[src/rtl/lif_pkg.sv]
// Shared Q-format constants, FSM state encoding and fixed-point helpers
// for the LIF neuron layer.
package lif_pkg;

    localparam int ACC_BITS  = 8;
    localparam int FRAC_BITS = 6;

    localparam logic signed [ACC_BITS-1:0] SAT_MAX = {1'b0, {(ACC_BITS-1){1'b1}}};
    localparam logic signed [ACC_BITS-1:0] SAT_MIN = {1'b1, {(ACC_BITS-1){1'b0}}};

    typedef enum logic [2:0] {
        S_IDLE,
        S_LEAK,
        S_ACC,
        S_FIRE,
        S_DONE
    } state_t;

    // Signed add that clamps to the representable range instead of wrapping.
    function automatic logic signed [ACC_BITS-1:0] sat_add(
        input logic signed [ACC_BITS-1:0] a,
        input logic signed [ACC_BITS-1:0] b
    );
        logic signed [ACC_BITS:0] s;
        s = {a[ACC_BITS-1], a} + {b[ACC_BITS-1], b};
        if (s[ACC_BITS] != s[ACC_BITS-1])
            return s[ACC_BITS] ? SAT_MIN : SAT_MAX;
        return s[ACC_BITS-1:0];
    endfunction

    // Q-format multiply: full product, arithmetic shift (floor), then keep
    // the low ACC_BITS of the shifted result (truncating, not saturating).
    function automatic logic signed [ACC_BITS-1:0] fx_mul(
        input logic signed [ACC_BITS-1:0] a,
        input logic signed [ACC_BITS-1:0] b
    );
        logic signed [2*ACC_BITS-1:0] p;
        p = a * b;
        return p[FRAC_BITS+ACC_BITS-1:FRAC_BITS];
    endfunction

endpackage

[src/rtl/lif_update_unit.sv]
// Shared combinational datapath: leak multiply in LEAK, gated saturating
// accumulate in ACC, threshold compare / reset-by-subtraction for FIRE.
module lif_update_unit #(
    parameter int ACC_BITS = 8
) (
    input  lif_pkg::state_t             state,
    input  logic signed [ACC_BITS-1:0]  v_cur,
    input  logic signed [ACC_BITS-1:0]  beta,
    input  logic signed [ACC_BITS-1:0]  acc,
    input  logic signed [ACC_BITS-1:0]  w_data,
    input  logic                        spike,
    input  logic signed [ACC_BITS-1:0]  threshold,
    output logic signed [ACC_BITS-1:0]  acc_nx,
    output logic signed [ACC_BITS-1:0]  v_fire,
    output logic                        fire
);
    import lif_pkg::*;

    // Next accumulator value; holds in every state that does not update it.
    always_comb begin
        acc_nx = acc;
        case (state)
            S_LEAK: acc_nx = fx_mul(v_cur, beta);
            S_ACC:  if (spike) acc_nx = sat_add(acc, w_data);
            default: ;
        endcase
    end

    // Threshold is positive, so acc - threshold cannot overflow when firing.
    assign fire   = (acc >= threshold);
    assign v_fire = fire ? (acc - threshold) : acc;

endmodule

[src/rtl/lif_neuron_core.sv]
// Time-multiplexed LIF layer: one shared datapath walks all neurons once
// per timestep, fetching weights from an external 1-cycle-latency memory.
module lif_neuron_core #(
    parameter int N_IN      = 4,
    parameter int N_OUT     = 3,
    parameter int ACC_BITS  = 8,
    parameter int FRAC_BITS = 6,
    parameter int AW        = $clog2(N_IN*N_OUT)
) (
    input  logic                        clk,
    input  logic                        rst,
    input  logic                        start,
    input  logic                        clear,
    input  logic [N_IN-1:0]             in_spikes,
    input  logic signed [ACC_BITS-1:0]  beta,
    input  logic signed [ACC_BITS-1:0]  threshold,
    output logic [AW-1:0]               w_addr,
    input  logic signed [ACC_BITS-1:0]  w_data,
    output logic [N_OUT-1:0]            out_spikes,
    output logic                        busy,
    output logic                        done
);
    import lif_pkg::*;

    localparam int JW = (N_OUT > 1) ? $clog2(N_OUT) : 1;
    localparam int KW = (N_IN > 1) ? $clog2(N_IN) : 1;

    state_t                     state, state_nx;
    logic [JW-1:0]              j;
    logic [KW-1:0]              k;
    logic                       last_j, last_k;
    logic signed [ACC_BITS-1:0] acc, acc_nx, v_fire, v_cur;
    logic                       fire;
    logic signed [ACC_BITS-1:0] v [N_OUT];
    logic [N_OUT-1:0]           shadow, shadow_nx;
    int                         addr_i;

    assign last_j = (j == JW'(N_OUT-1));
    assign last_k = (k == KW'(N_IN-1));
    assign v_cur  = v[j];
    assign busy   = (state != S_IDLE);
    assign done   = (state == S_DONE);

    lif_update_unit #(.ACC_BITS(ACC_BITS)) u_update (
        .state     (state),
        .v_cur     (v_cur),
        .beta      (beta),
        .acc       (acc),
        .w_data    (w_data),
        .spike     (in_spikes[k]),
        .threshold (threshold),
        .acc_nx    (acc_nx),
        .v_fire    (v_fire),
        .fire      (fire)
    );

    // State register.
    always_ff @(posedge clk or posedge rst) begin
        if (rst) state <= S_IDLE;
        else     state <= state_nx;
    end

    // Next-state logic; start/clear are only looked at in IDLE.
    always_comb begin
        state_nx = state;
        case (state)
            S_IDLE: if (start) state_nx = S_LEAK;
            S_LEAK: state_nx = S_ACC;
            S_ACC:  if (last_k) state_nx = S_FIRE;
            S_FIRE: state_nx = last_j ? S_DONE : S_LEAK;
            S_DONE: state_nx = S_IDLE;
            default: state_nx = S_IDLE;
        endcase
    end

    // Weight address runs one cycle ahead of the ACC step that consumes it.
    always_comb begin
        addr_i = 0;
        case (state)
            S_LEAK: addr_i = int'(j) * N_IN;
            S_ACC:  if (!last_k) addr_i = int'(j) * N_IN + int'(k) + 1;
            default: ;
        endcase
    end
    assign w_addr = AW'(addr_i);

    // Neuron index j and input index k.
    always_ff @(posedge clk or posedge rst) begin
        if (rst) begin
            j <= '0;
            k <= '0;
        end else begin
            case (state)
                S_IDLE: begin
                    j <= '0;
                    k <= '0;
                end
                S_ACC:  k <= last_k ? '0 : k + KW'(1);
                S_FIRE: j <= last_j ? '0 : j + JW'(1);
                default: ;
            endcase
        end
    end

    // Accumulator follows the datapath, which holds it outside LEAK/ACC.
    always_ff @(posedge clk or posedge rst) begin
        if (rst) acc <= '0;
        else     acc <= acc_nx;
    end

    // Membrane array: cleared in IDLE (also when start arrives with clear),
    // written back once per neuron in FIRE.
    always_ff @(posedge clk or posedge rst) begin
        if (rst) begin
            for (int n = 0; n < N_OUT; n++) v[n] <= '0;
        end else if (state == S_IDLE && clear) begin
            for (int n = 0; n < N_OUT; n++) v[n] <= '0;
        end else if (state == S_FIRE) begin
            v[j] <= v_fire;
        end
    end

    // Shadow vector with the current neuron's fire decision merged in.
    always_comb begin
        shadow_nx    = shadow;
        shadow_nx[j] = fire;
    end

    // Spike vectors: out_spikes is published on the edge into DONE so it is
    // already valid while done is high, and never changes mid-timestep.
    always_ff @(posedge clk or posedge rst) begin
        if (rst) begin
            shadow     <= '0;
            out_spikes <= '0;
        end else if (state == S_FIRE) begin
            shadow <= shadow_nx;
            if (last_j) out_spikes <= shadow_nx;
        end
    end

endmodule

[config.mk]
export PLATFORM = sky130hd
export DESIGN_NAME = lif_neuron_core
export DESIGN_NICKNAME = d
export VERILOG_FILES = /design/src/rtl/lif_pkg.sv /design/src/rtl/lif_update_unit.sv /design/src/rtl/lif_neuron_core.sv
export SDC_FILE = /design/constraint.sdc
export NUM_CORES = 1
export LEC_CHECK = 0
export BUFFER_PORTS_ARGS = -buffer_cell sky130_fd_sc_hd__buf_4
export CAP_MARGIN = 20
export CORE_MARGIN = 4
export CORE_UTILIZATION = 35
export DETAILED_ROUTE_END_ITERATION = 10
export GPL_ROUTABILITY_DRIVEN = 0
export HOLD_SLACK_MARGIN = 0.02
export PLACE_DENSITY = 0.49
export SETUP_SLACK_MARGIN = 0.4
export SLEW_MARGIN = 20
export SYNTH_ARGS = -nofsm -noshare
export SYNTH_HDL_FRONTEND = slang
export SYNTH_SLANG_ARGS = --single-unit
[constraint.sdc]
create_clock -name clk -period 14.3 [get_ports clk]
set_clock_uncertainty 0.15 [all_clocks]
set_input_delay 0.715 -clock clk [delete_from_list [all_inputs] [get_ports clk]]
set_output_delay 0.715 -clock clk [all_outputs]
set_load 0.1 [all_outputs]
==> summary.md, run 1 <==
| Metric | Value |
|---|---|
| CP Launch Type | `flop` |
| TritonCTS buffer count | `5` |
| Ys Warns | `0` |
| Final #Nets | `730` |
| PnR worst setup slack | `8210 ps` |
| Hpwl dp | `10800 um` |
| CP Capture Point | `acc[6]$_DFFE_PP0P_` |
| Row cnt | `43` |
| Clock transition at path regs | `60 ps` |
| Final cycle utilization of the critical path | `42.6%` |
| Ports | `41` |
| # DRC | `0` |
| Critical-path maximum fanout | `18` |
| Ys async rst share | `100%` |
| Final-report setup violation count | `0` |
| Most common cell after layout, fill and taps aside | `inv_1` |
| Clock tree sinks | `44` |
| Vias per inst | `5.00` |
| Number of max-cap violations | `0` |
| Initial drt markers | `193` |
| Vias in the first global route | `4198` |
| Origin of the critical flop-to-flop path | `j[0]$_DFFE_PP0P_` |
| # port buffers | `40` |
| Area Overhead vs Synth | `12.2%` |
| Syn Std Cell Area | `5100 sq um` |
| Starting Density | `36.2%` |
| Vias | `3951` |
| Critical R2R Capture | `acc[6]$_DFFE_PP0P_` |
| Final min period | `6090 ps` |
| Global route overflow | `0` |
| Critical path type | `flop to flop` |
| RSZ-0062 raised after global routing | `no` |
| Post-route setup TNS | `0 ps` |
| Element type at the critical path end | `flop` |
| Yosys cell types | `66` |
| Pre-antenna DRT Iters | `4` |
| Slowest CP cell | `nor2b_1` |
| Status | `completed` |
| Die height | `129 um` |
| Pre-CTS WS | `8200 ps` |
| Cells after DPL | `782` |
| Post-CTS Hold Buffers | `0` |
| Layout Cells excl Fill | `790` |
| Total Routed Length | `13100 um` |
| CTS Root Cell | `clkbuf_16` |
| Post-CTS Setup Bufs | `0` |
| Max Fclk | `164 MHz` |
| Min-Delay Path Class | `flop to flop` |
| Layout cells sized above 1 | `10.2%` |
| Post-synth EDFFs | `0` |
| Main area contributors after synthesis | `dfrtp_1 (22%), fa_1 (19%), ha_1 (10%)` |
| Min Hold Slack | `333 ps` |
| Critical Path Source | `j[0]$_DFFE_PP0P_` |
| Post-CTS sizing | `0` |
| Largest net degree at the start of global routing | `45` |
| Clock Tree Buf Depth | `2` |
| Cells on worst reg2reg path | `18` |
| Most used DFF post-synth | `dfrtp_1` |
| Ant diodes | `0` |
| Commonest non-fill, non-tap cells in the layout | `inv_1 (86), nand2_1 (65), fa_1 (48), dfrtp_1 (44)` |
| Mapped Cells | `573` |
| CP Data Required Time | `14360 ps` |
| Data arrival, critical path | `6150 ps` |
| Final ANT Viol Nets | `0` |
| CP cell instances | `nor2b_1 -> nand2_1 -> o21ai_0 -> nand2_1 -> fa_1 -> fa_1 -> inv_1 -> fa_1 -> inv_1 -> fa_1 -> inv_1 -> ha_1 -> and4_1 -> a221oi_4 -> nand3_2 -> and3_1 -> o32a_1 -> o21ai_0` |
| First-pass GRT wire length | `21500 um` |
| Share of the synthesized area in the top cell type | `21.6%` |
| Slew Limit Fails | `0` |
| H-tree depth | `2` |
| Clk_lat worst skew | `290 ps` |
| GRT Util Overall | `16.4%` |
| Core area | `14100 sq um` |
| R2r setup slk | `8210 ps` |
| Sequential area share after synthesis | `21.6%` |
| Worst-margin pin slew | `768 ps` |
| CP most frequent cell | `fa_1` |
| Antenna violations before repair | `0` |
| Syn nets | `694` |
| Largest stage delay on the critical path | `670 ps` |
| CTS tree | `done` |
| Routed WL per cell | `16.5 um` |
| Rel. slew slack | `48.2%` |
| Synth Area per Inst | `8.90 sq um` |
| Total die area | `16600 sq um` |
| Die W | `129 um` |
| Synthesized flop and latch total | `44` |
| Hold Vio Cnt, Final | `0` |
| Area leader, netlist | `dfrtp_1` |
==> synthesized netlist by cell type, drive strengths merged (2+ instances only) <==
master	count
a211o	4
a211oi	3
a21o	6
a21oi	16
a22o	4
a22oi	4
a31oi	7
and2	38
and3	5
buf	6
clkbuf	6
dfrtp	44
fa	48
ha	41
inv	88
mux2i	19
nand2	65
nand2b	11
nand3	4
nand4	2
nor2	27
nor2b	13
nor3	4
nor3b	4
o21a	6
o21ai	45
o2bb2ai	3
o31a	2
or2	2
or3	2
or4	3
xnor2	14
xor2	5
==> routing by layer <==
metal	GRT usage [%]	vias to the layer above	part of all wire, %	routed length [um]
met3	1.45	12	2.8	364
li1	-	1965	-	-
met5	0	-	0	0
met4	4.39	0	1.7	216
met2	27.4	64	48	6290
met1	22.7	1910	47	6190
==> worst min path at each step <==
stage	cells past startpoint	endpoint	start
2_1_floorplan	2	out_spikes[1]$_DFFE_PP0P_	shadow[1]$_DFFE_PP0P_
3_3_place_gp	2	v[9]$_DFFE_PP0P_	v[9]$_DFFE_PP0P_
3_5_place_dp	2	shadow[0]$_DFFE_PP0P_	shadow[0]$_DFFE_PP0P_
4_1_cts	2	out_spikes[0]$_DFFE_PP0P_	shadow[0]$_DFFE_PP0P_
5_1_grt	2	v[10]$_DFFE_PP0P_	v[10]$_DFFE_PP0P_
6_report	2	out_spikes[0]$_DFFE_PP0P_	shadow[0]$_DFFE_PP0P_
==> sequential cells by signal, summed over array words and instances (netlist names) <==
signal and cells:
k 2, shadow 2, out_spikes 3, j 2, v 24, state 3
acc 8
==> cell type report <==
class | instances | area (sq um)
well taps | 180 | 225
flip-flops and latches | 44 | 1100
fillers | 1459 | 8370
inverters | 88 | 330
repair buffers | 41 | 308
clock inverters | 2 | 15.0
multi-input cells | 429 | 3600
clock buffers | 6 | 139
==> worst max-delay path: cells and delay by family (launching register included) <==
kind	cells	cell delay, ps
AOI/OAI and AO/OA	4	1050
buffers and inverters	3	160
adders and majority gates	5	2470
and+or+nand+nor	6	1540
DFF	1	640
==> logic make-up after synthesis <==
kind of cell	count (synthesis)	synth area share [%]
AOI/OAI and AO/OA	116	15.4
DFF	44	21.6
buffers and inverters	100	7.71
and+or+nand+nor	183	18.3
adders and majority gates	89	28.9
muxes	21	4.39
xor gates and xnor gates	20	3.71
==> through the flow <==
stage,instance area [sq um],utilization (%)
floorplan,5100,-
global placement,5570,39.5
detailed placement,5570,39.5
CTS,5720,40.6
global route,5720,40.6
finish,5720,40.6
Power of run 1 is not shown: default switching activity piles up to over one toggle a cycle in this logic, so the estimate is an artifact.
==> run 2: changes to the inputs <==
--- a/config.mk
+++ b/config.mk
@@ -12,7 +12,7 @@
 export DETAILED_ROUTE_END_ITERATION = 10
 export GPL_ROUTABILITY_DRIVEN = 0
 export HOLD_SLACK_MARGIN = 0.02
-export PLACE_DENSITY = 0.49
+export PLACE_DENSITY = 0.51
 export SETUP_SLACK_MARGIN = 0.4
 export SLEW_MARGIN = 20
 export SYNTH_ARGS = -nofsm -noshare
==> constraint.sdc (replaced) <==
create_clock -name clk -period 5.5 [get_ports clk]
set_clock_uncertainty 0.15 [all_clocks]
set_input_delay 0.275 -clock clk [delete_from_list [all_inputs] [get_ports clk]]
set_output_delay 0.275 -clock clk [all_outputs]
set_load 0.1 [all_outputs]
==> run 2 against run 1 <==
Compared with the run above:
- worst hold slack worse by 49 ps
- final cell count rose by 4.4%
- via count is 3.7% higher
- non-clock buffer count is 35 higher
- die area is the same
- sequential cell count unchanged
- setup slack worse by 7700 ps
- maximum frequency is 22% higher
- count of clock-buffer cells in the layout unchanged
- routed wire length decreased by 0.60%
- register-to-register slack worse by 7700 ps
- critical endpoint is now acc[5]$_DFFE_PP0P_
- highest routed layer unchanged
==> summary.md, run 2 (same netlist as run 1, synthesis figures left out) <==
| Metric | Value |
|---|---|
| Global route overflow | `0 (unchanged)` |
| Critical R2R Capture | `acc[5]$_DFFE_PP0P_` |
| Pre-antenna DRT Iters | `4 (unchanged)` |
| Crit path buf inv count | `6 (+3)` |
| Hold path start | `start` |
| Largest stage delay on the critical path | `550 ps (-120 ps)` |
| Die W | `129 um (unchanged)` |
| CP Data Required Time | `5510 ps (-8850 ps)` |
| Most common cell after layout, fill and taps aside | `inv_1` |
| Die height | `129 um (unchanged)` |
| Slowest CP cell | `fa_1` |
| Cells on worst reg2reg path | `19 (+1)` |
| Biggest regs | `v x24, acc x8` |
| Commonest non-fill, non-tap cells in the layout | `inv_1 (79), buf_4 (67), nand2_1 (64), fa_1 (46), dfrtp_1 (43)` |
| Row cnt | `43 (unchanged)` |
| Rel. slew slack | `55.2% (+6.9 points)` |
| Clock transition at path regs | `60 ps (about the same)` |
| Hold EP | `state[0]$_DFFE_PP0P_` |
| Origin of the critical flop-to-flop path | `j[0]$_DFFE_PP0P_` |
| First-pass GRT wire length | `21100 um (-1.5%)` |
| Layout cells sized above 1 | `20.9% (+11 points)` |
| TritonCTS buffer count | `5 (unchanged)` |
| Hpwl dp | `10400 um (-3.5%)` |
| Min-Delay Path Class | `input pin to flop` |
| Element type at the critical path end | `flop` |
| Hold Path Depth | `4 (+2)` |
| Area Overhead vs Synth | `22.3%` |
| Max Fclk | `200 MHz (+22%)` |
| Ant diodes | `0 (unchanged)` |
| Critical-path maximum fanout | `4 (-14)` |
| Antenna violations before repair | `0 (unchanged)` |
| Max reg flops | `24 (unchanged)` |
| Critical path type | `flop to flop` |
| Final cycle utilization of the critical path | `91.0% (+48 points)` |
| Clk_lat worst skew | `290 ps (about the same)` |
| H-tree depth | `2 (unchanged)` |
| Total Routed Length | `13000 um (-0.60%)` |
| CP Launch Type | `flop` |
| Vias per inst | `4.97 (-0.68%)` |
| Post-route setup TNS | `0 ps (unchanged)` |
| Data arrival, critical path | `5020 ps (-1130 ps)` |
| CTS tree | `done` |
| CP top delay family | `adder cells` |
| Ports | `41 (unchanged)` |
| RSZ-0062 raised after global routing | `yes` |
| Largest net degree at the start of global routing | `45 (unchanged)` |
| Clock tree sinks | `44 (unchanged)` |
| R2r setup slk | `490 ps (-7710 ps)` |
| Slew Limit Fails | `0 (unchanged)` |
| CP most frequent cell | `fa_1` |
| Final ANT Viol Nets | `0 (unchanged)` |
| Most flop-heavy register | `v` |
| Routed WL per cell | `15.7 um (-4.8%)` |
| GRT Util Overall | `16.0% (-0.35 points)` |
| # DRC | `0 (unchanged)` |
| CP cell instances | `buf_6 -> mux2i_2 -> o21ai_2 -> and2_4 -> fa_1 -> inv_1 -> fa_1 -> inv_2 -> fa_1 -> inv_1 -> fa_1 -> inv_2 -> ha_4 -> buf_4 -> a221oi_4 -> a21oi_2 -> or3_4 -> o2111ai_2 -> o211ai_1` |
| Fill count | `1401 (-4.0%)` |
| Clock Tree Buf Depth | `2 (unchanged)` |
| Starting Density | `36.2% (unchanged)` |
| Final #Nets | `765 (+4.8%)` |
| CTS Root Cell | `clkbuf_16` |
| Vias in the first global route | `4045 (-3.6%)` |
| Status | `completed` |
| Number of max-cap violations | `0 (unchanged)` |
| Final min period | `5010 ps (-1090 ps)` |
| # port buffers | `40 (unchanged)` |
| Vias | `4098 (+3.7%)` |
| Total die area | `16600 sq um (unchanged)` |
| Hold Vio Cnt, Final | `0 (unchanged)` |
| Initial drt markers | `286 (+48%)` |
| Final-report setup violation count | `0 (unchanged)` |
| Core area | `14100 sq um (unchanged)` |
| Worst-margin pin slew | `670 ps (-98.2 ps)` |
## run 2: layer usage
layer / GRT usage, % / wire length [um] / share of wire [%]
met1: 23.3 / 6410 / 49
met2: 25.2 / 5990 / 46
met3: 1.87 / 425 / 3.3
met4: 4.39 / 153 / 1.2
met5: 0 / 0 / 0
## run 2: timing repair
item / CTS / global route
pin swaps: 3 / 45
buffers inserted: 6 / 11
endpoints found under the hold margin: 44 / 0
setup endpoints to repair: 6 / 6
gates resized for setup: 9 / 46
hold buffers: 1 / 0
## run 2: final cells by class
cell class	instances	area, sq um	area share (%)
inverters	88	330	5.30
repair buffers	76	601	9.63
flip-flops and latches	44	1100	17.7
clock buffers	6	139	2.23
multi-input cells	429	3800	60.9
clock inverters	2	38.8	0.622
well taps	180	225	3.61
## run 2: how the worst max path moves through the flow
stage,from,depth (start not counted),to
3_5_place_dp,j[0]$_DFFE_PP0P_,19,acc[6]$_DFFE_PP0P_
6_report,j[0]$_DFFE_PP0P_,19,acc[5]$_DFFE_PP0P_
4_1_cts,j[1]$_DFFE_PP0P_,21,acc[6]$_DFFE_PP0P_
2_1_floorplan,j[0]$_DFFE_PP0P_,19,acc[6]$_DFFE_PP0P_
3_3_place_gp,j[0]$_DFFE_PP0P_,19,acc[7]$_DFFE_PP0P_
5_1_grt,j[0]$_DFFE_PP0P_,19,acc[5]$_DFFE_PP0P_
## run 2: metrics by stage
| stage | hold slack, ps | utilization [%] | instances | setup slack [ps] | cell area [sq um] |
|---|---|---|---|---|---|
| global route | 314 | 44.2 | 825 | 328 | 6230 |
| finish | 284 | 44.2 | 825 | 492 | 6230 |
| floorplan | 285 | - | 573 | 444 | 5110 |
| CTS | 285 | 42.4 | 814 | 397 | 5980 |
| global placement | 303 | 40.5 | 799 | 194 | 5710 |
| detailed placement | 305 | 40.5 | 799 | 227 | 5710 |
## run 2: worst min-delay path: cells and delay by family
family | cells | cell delay [ps]
AO/OA/AOI/OAI | 1 | 190
buffers and inverters | 1 | 90
AND/OR/NAND/NOR | 1 | 70
multiplexers | 1 | 60
Power of run 2 is left out for the same reason.
